## config.mk

```make
export PLATFORM = sky130hd
export DESIGN_NAME = nx_indirect_mem_arbiter
export DESIGN_NICKNAME = d
export VERILOG_FILES = /design/src/rtl/nx_indirect_mem_arbiter.sv
export SDC_FILE = /design/constraint.sdc
export NUM_CORES = 1
export LEC_CHECK = 0
export CAP_MARGIN = 20
export CORE_ASPECT_RATIO = 0.5
export CORE_UTILIZATION = 43
export CTS_CLUSTER_DIAMETER = 60
export CTS_CLUSTER_SIZE = 10
export DETAILED_ROUTE_END_ITERATION = 10
export PLACE_DENSITY = 0.86
export SYNTH_ARGS = -nofsm -noshare
export SYNTH_HDL_FRONTEND = slang
export SYNTH_SLANG_ARGS = --single-unit
```

## constraint.sdc

```tcl
create_clock -name clk -period 7.7 [get_ports clk]
set_input_delay 2.31 -clock clk [delete_from_list [all_inputs] [get_ports clk]]
set_output_delay 2.31 -clock clk [all_outputs]
set_load 0.02 [all_outputs]
```

## src/rtl/nx_indirect_mem_arbiter.sv

```systemverilog
// nx_indirect_mem_arbiter
//   Shares one single-port RAM between the software indirect-access path and
//   the functional hardware port. At most one access is issued per cycle, and
//   every read or compare carries a tag down a RD_LATENCY-deep pipeline. That
//   tag routes the returning RAM word back to the port that asked for it.
//
// Ports
//   clk, rst_n                       clock, asynchronous active-low reset
//   sw_cs/sw_ce/sw_we                software request valid / compare / write
//   sw_add, sw_wdat                  software address, write or compare data
//   yield, reset                     controller starving / init sweep active
//   grant, rsp                       software accepted / response pulse
//   sw_rdat, sw_match, sw_aindex     software read data, compare result, index
//   hw_rd, hw_wr, hw_add, hw_wdat    hardware request
//   hw_gnt, hw_rvld, hw_rdat         hardware accepted / read-data valid, data
//   mem_cs/mem_we/mem_add/mem_wdat   RAM access
//   mem_rdat                         RAM read data, RD_LATENCY after access
module nx_indirect_mem_arbiter #(
  parameter int N_DATA_BITS   = 38,
  parameter int N_ENTRIES     = 16384,
  parameter int N_ADDR_BITS   = 14,
  parameter int N_AINDEX_BITS = 13,
  parameter int RD_LATENCY    = 1
) (
  input  logic                     clk,
  input  logic                     rst_n,
  input  logic                     sw_cs,
  input  logic                     sw_ce,
  input  logic                     sw_we,
  input  logic [N_ADDR_BITS-1:0]   sw_add,
  input  logic [N_DATA_BITS-1:0]   sw_wdat,
  input  logic                     yield,
  input  logic                     reset,
  output logic                     grant,
  output logic                     rsp,
  output logic [N_DATA_BITS-1:0]   sw_rdat,
  output logic                     sw_match,
  output logic [N_AINDEX_BITS-1:0] sw_aindex,
  input  logic                     hw_rd,
  input  logic                     hw_wr,
  input  logic [N_ADDR_BITS-1:0]   hw_add,
  input  logic [N_DATA_BITS-1:0]   hw_wdat,
  output logic                     hw_gnt,
  output logic                     hw_rvld,
  output logic [N_DATA_BITS-1:0]   hw_rdat,
  output logic                     mem_cs,
  output logic                     mem_we,
  output logic [N_ADDR_BITS-1:0]   mem_add,
  output logic [N_DATA_BITS-1:0]   mem_wdat,
  input  logic [N_DATA_BITS-1:0]   mem_rdat
);

  localparam int LAST = RD_LATENCY - 1;

  logic hw_req;
  logic sw_wins;
  logic hw_wins;
  logic issue_rd;

  assign hw_req = hw_rd | hw_wr;

  // Priority: the init sweep locks hardware out entirely, a starving
  // controller pre-empts hardware, otherwise hardware goes first.
  always_comb begin
    sw_wins = 1'b0;
    hw_wins = 1'b0;
    if (reset) begin
      sw_wins = 1'b1;
    end else if (yield && sw_cs) begin
      sw_wins = 1'b1;
    end else if (hw_req) begin
      hw_wins = 1'b1;
    end else begin
      sw_wins = 1'b1;
    end
  end

  assign grant  = sw_cs & sw_wins;
  assign hw_gnt = hw_req & hw_wins;
  assign mem_cs = grant | hw_gnt;

  // A write flag wins over read/compare flags on either port.
  assign mem_we   = grant ? sw_we : (hw_gnt & hw_wr);
  assign mem_add  = grant ? sw_add : hw_add;
  assign mem_wdat = grant ? sw_wdat : hw_wdat;

  assign issue_rd = mem_cs & ~mem_we;

  // Tag pipeline. Only the index bits of the address are ever returned,
  // so only those are carried.
  logic                     tag_vld  [RD_LATENCY];
  logic                     tag_sw   [RD_LATENCY];
  logic                     tag_cmp  [RD_LATENCY];
  logic [N_AINDEX_BITS-1:0] tag_addr [RD_LATENCY];
  logic [N_DATA_BITS-1:0]   tag_data [RD_LATENCY];

  always_ff @(posedge clk or negedge rst_n) begin
    if (!rst_n) begin
      for (int i = 0; i < RD_LATENCY; i++) begin
        tag_vld[i]  <= 1'b0;
        tag_sw[i]   <= 1'b0;
        tag_cmp[i]  <= 1'b0;
        tag_addr[i] <= '0;
        tag_data[i] <= '0;
      end
    end else begin
      tag_vld[0]  <= issue_rd;
      tag_sw[0]   <= grant;
      tag_cmp[0]  <= grant & sw_ce;
      tag_addr[0] <= mem_add[N_AINDEX_BITS-1:0];
      tag_data[0] <= sw_wdat;
      for (int i = 1; i < RD_LATENCY; i++) begin
        tag_vld[i]  <= tag_vld[i-1];
        tag_sw[i]   <= tag_sw[i-1];
        tag_cmp[i]  <= tag_cmp[i-1];
        tag_addr[i] <= tag_addr[i-1];
        tag_data[i] <= tag_data[i-1];
      end
    end
  end

  // The last tag stage lines up with mem_rdat; capture it for its owner.
  always_ff @(posedge clk or negedge rst_n) begin
    if (!rst_n) begin
      rsp       <= 1'b0;
      sw_rdat   <= '0;
      sw_match  <= 1'b0;
      sw_aindex <= '0;
      hw_rvld   <= 1'b0;
      hw_rdat   <= '0;
    end else begin
      rsp     <= 1'b0;
      hw_rvld <= 1'b0;
      if (tag_vld[LAST]) begin
        if (tag_sw[LAST]) begin
          rsp <= 1'b1;
          if (tag_cmp[LAST]) begin
            sw_match  <= (mem_rdat == tag_data[LAST]);
            sw_aindex <= tag_addr[LAST];
          end else begin
            sw_rdat <= mem_rdat;
          end
        end else begin
          hw_rvld <= 1'b1;
          hw_rdat <= mem_rdat;
        end
      end
    end
  end

endmodule
```

After elaboration in Yosys (flattened, before gate mapping)

Cells that the tools add are included.

Bits in registers: 146
Latch bits: 0
Bits in writable memories: 0
Bits in read-only memories: 0
Input port bits: 151
Memories kept: 0

Add/subtract/negate cells: 0
Multiply operators: 0
Divide/modulo/power cells: 0
$lt $le $gt $ge: 0
Equal/unequal tests: 1
Shifts and indexed selects: 0
Multiplexer cells: 13
Bitwise operators: 10
Reductions and logical operators: 4

Operators with widths:

| kind              | count |
|---|---|
| $eq 38x38->1      | 1 |
| $mux 38           | 1 |
| $mux 14           | 1 |
| $mux 1            | 11 |
| $reduce_and 3->1  | 2 |
| $and 1x1->1       | 5 |
| $not 1->1         | 3 |
| $or 1x1->1        | 2 |
| $reduce_and 2->1  | 1 |
| $logic_and 1x1->1 | 1 |

Logic depth before layout (Yosys ltp)

Depth in word-level cells: 9
Mapped depth: 5
Gate-level depth less buffers: 4

Worst setup path after synthesis

OpenSTA, ideal clock, no wires.

Kind: input -> output
Start point: input reset
End point: output mem_add[10]
Data arrival time: 3404 ps
Path slack: 1986 ps
Stages: 5
Buffers on the path: 1
Cell sequence: o21bai_2 > a21o_2 > nand2_4 > buf_6 > mux2_1

Cells in the longest elaborated chain, start to end: 3

RTL lines:

| what               | line | source |
|---|---|---|
| start: declaration | 33   | `input logic reset,` |
| $mux 1             | 67   | `if (reset) begin` |
| $and 1x1->1        | 78   | `assign grant = sw_cs & sw_wins;` |
| $mux 14            | 84   | `assign mem_add = grant ? sw_add : hw_add;` |
| end: declaration   | 48   | `output logic [N_ADDR_BITS-1:0] mem_add,` |

Every way passes these cells.

Worst setup path in the final report

Start point: input hw_wr
End point: output mem_wdat[10]

Cells in the longest elaborated chain, start to end: 6

RTL lines:

| what               | line | source |
|---|---|---|
| start: declaration | 40   | `input logic hw_wr,` |
| $or 1x1->1         | 60   | `assign hw_req = hw_rd \| hw_wr;` |
| $mux 1             | 71   | `end else if (hw_req) begin` |
| $mux 1             | 69   | `end else if (yield && sw_cs) begin` |
| $mux 1             | 67   |  |
| $and 1x1->1        | 78   |  |
| $mux 38            | 85   | `assign mem_wdat = grant ? sw_wdat : hw_wdat;` |
| end: declaration   | 49   | `output logic [N_DATA_BITS-1:0] mem_wdat,` |

Every way passes these cells.

==> impl_metrics.json <==
{
  "power.total_uw": 2564,
  "yosysWarnings": 0,
  "grt_first_pass_wirelength_um": 24260,
  "multi_input_combinational_cell_area_um2": 2176,
  "initial_utilization_pct": 45.59,
  "routed_wirelength_um": 15540,
  "fp.dieH_um": 85.22,
  "ios": 299,
  "gp_congestion": 0.7860,
  "route.met2.wl_um": 8552,
  "worst_slack_ns": 0.6833,
  "clock_tree.buffer_depth": 2,
  "grt_setup_unrepaired": "false",
  "cts-htree-levels": 4,
  "timing.critical_path.required_ns": 5.39,
  "finalWorstPathRequiredPeriod_ns": 7.017,
  "cts-hold-fix-buffers": 0,
  "slowest_stage": "clkdlybuf4s50_1",
  "grt_max_degree": 82,
  "filler_cell_count": 839,
  "average_wire_length_per_cell_after_detail_routing_um": 18.09,
  "cp_data_arrival_time_ns": 4.71,
  "hpwlAfterDp_um": 11670,
  "finalCritPeriodShare_pct": 91.13,
  "critical_path_class": "in -> out",
  "critPathTopFamily": "buffers and inverters",
  "area.growth.synth_to_final_pct": 61.49,
  "hp-class": "reg -> reg",
  "first_global_vias": 4495,
  "mappedNetlistArea_um2": 5956,
  "cp.buffers_inverters": 2,
  "report.final.hold_viol_count": 0,
  "m1WireLength_um": 6101,
  "final_antenna_net_count": 0,
  "drv_cap": 0,
  "tritoncts": "done",
  "static-leakage-power_uw": 0.004079,
  "synth.ff_latch_count": 146,
  "drcViolationCount": 0,
  "post_route_cells_drive_above_1_share_pct": 25.40,
  "tns_ns": 0,
  "crit_path_end_kind": "primary output",
  "syn-num-nets": 521,
  "core_um2": 13060,
  "slew-limit-headroom_pct": 46.18,
  "cts.sink_count": 146,
  "cp_max_fo": 53,
  "detailedRoute.firstPassIterationCount": 4,
  "num_rows": 29,
  "post_drt_via_cell_ratio": 4.785,
  "dr_wl_met3_um": 654,
  "worst-r2r-setup-slack_ns": 5.78,
  "place_area_um2": 9064,
  "slew_violations": 0,
  "nNetsFinal": 827,
  "synthesis.area_per_instance_um2": 16.10,
  "worst_skew_pair_later_pin_latency_ns": 0.41,
  "initial_antenna_violation_count": 0,
  "clk_pin_slew_worst_paths_ns": 0.06,
  "setup_viol": 0,
  "detailedPlace.worstSlack_ns": 0.6642,
  "ys_seq_area_share_pct": 61.34,
  "diodes": 0,
  "floorplan.die.width_um": 168.4,
  "route.vias.total": 4110,
  "fmax_mhz": 142.5,
  "die-area_um2": 14350,
  "cts.root.buffer_cell": "clkbuf_16",
  "worst-slew-pin-transition_ns": 0.8074,
  "run_status": "finished clean",
  "post-cts-setup-buffers": 0,
  "power_density_nw_per_um2": 266.6,
  "final-seq-area_um2": 3654,
  "cpMostUsedCell": "clkdlybuf4s50_1",
  "yosys.cell_types.count": 24,
  "final_common_cell": "clkdlybuf4s50_1",
  "layout_common_cells": "clkdlybuf4s50_1, dfrtp_1, mux2_2",
  "synth_cells": 370,
  "design_area_um2": 9618,
  "grt_usage_pct": 22.50,
  "start_kind": "input port",
  "top_signal_layer_used": "met4",
  "cts_inserted_buffers": 17,
  "ctsResizeCount": 0,
  "timing.critical_path.cells": "clkdlybuf4s50_1, o21bai_2, a21o_2, nand2_4, mux2_2, clkdlybuf4s50_1",
  "worst_path_largest_cell_delay_ns": 0.55,
  "globalRouteOverflowTotal": 0,
  "drt_first_iter_violations": 158,
  "io_buffers": 298,
  "clock_skew_ns": 0.007521,
  "vdd.ir_drop.worst_mv": 0.1460
}
## where the power goes
group | leakage [µW] | internal [µW] | total (µW) | switching, µW
logic | 0.00210 | 453 | 824 | 371
registers | 0.00172 | 905 | 974 | 68.5
clock network | 0.000265 | 452 | 766 | 315
## logic make-up after synthesis
group	synth area share, %
flops	61.34
mux	27.92
xor+xnor	5.588
simple gates	2.269
buf+inv	2.206
compound gates	0.6723
## layer usage
layer  up-vias  global-route usage (%)
met5         -                       0
met4         0                   8.182
met3        19                   4.851
met2       106                   41.95
met1      2067                   25.69
li1       1918                       -
## area by class of cell
class                   count  share of cell area (%)
well taps                 170                   2.212
repair buffers            301                   31.26
inverters                   4                  0.1561
clock inverters            13                   1.158
multi-input cells         206                   22.62
flip-flops and latches    146                   37.99
clock buffers              19                   4.605
## flip-flops by register name, indices dropped and copies added, names as in the netlist
signal	count
tag_sw	1
sw_aindex	13
tag_cmp	1
rsp	1
tag_data	38
hw_rdat	38
hw_rvld	1
sw_rdat	38
tag_addr	13
tag_vld	1
sw_match	1
## worst register-to-register path, stage by stage, from the launching register on
cell	delay (ns)
dfrtp_1	0.38
nand3_1	0.57
nor4_1	0.52
nand4_1	0.14
o31ai_1	0.22
## cell usage after synthesis
cell type	count	area, µm²
o21ai_0	1	5.000
o21bai_2	1	11.26
and3_1	1	6.260
o31ai_1	1	7.510
mux2_1	6	67.56
nand2_4	1	11.26
buf_2	6	30.03
mux2_4	20	300.3
nor3_1	1	5.000
inv_1	4	15.01
nand2b_1	3	18.77
and2_1	1	6.260
buf_4	1	7.510
o211ai_1	1	7.510
nand3_1	1	5.000
nand4_1	2	12.51
mux2_2	115	1295
nand2_1	2	7.510
buf_6	7	78.83
nor4_1	9	56.30
nor2b_1	1	6.260
dfrtp_1	146	3654
a21o_2	1	8.760
xor2_1	38	332.8
## stage by stage
stage	instances	util [%]	hold slack, ns
after detailed placement	827	69.39	0.4682
after CTS	859	73.63	0.4750
after global placement	827	69.39	0.4593
final	859	73.63	0.4763
after global routing	859	73.63	0.4848
after floorplan	370	-	0.4556
## final timing paths
kind,from,to,cells past startpoint
min in group asynchronous,rst_n,hw_rdat[23]$_DFFE_PN0P_,1
setup reg to reg,tag_vld$_DFF_PN0_,sw_match$_DFFE_PN0P_,4
hold reg to reg,tag_addr[10]$_DFF_PN0_,sw_aindex[10]$_DFFE_PN0P_,1
max in group asynchronous,rst_n,hw_rdat[0]$_DFFE_PN0P_,2
hold / removal,tag_addr[10]$_DFF_PN0_,sw_aindex[10]$_DFFE_PN0P_,1
setup / recovery,hw_wr,mem_wdat[10],6
Power figures use the tool's default switching activity.
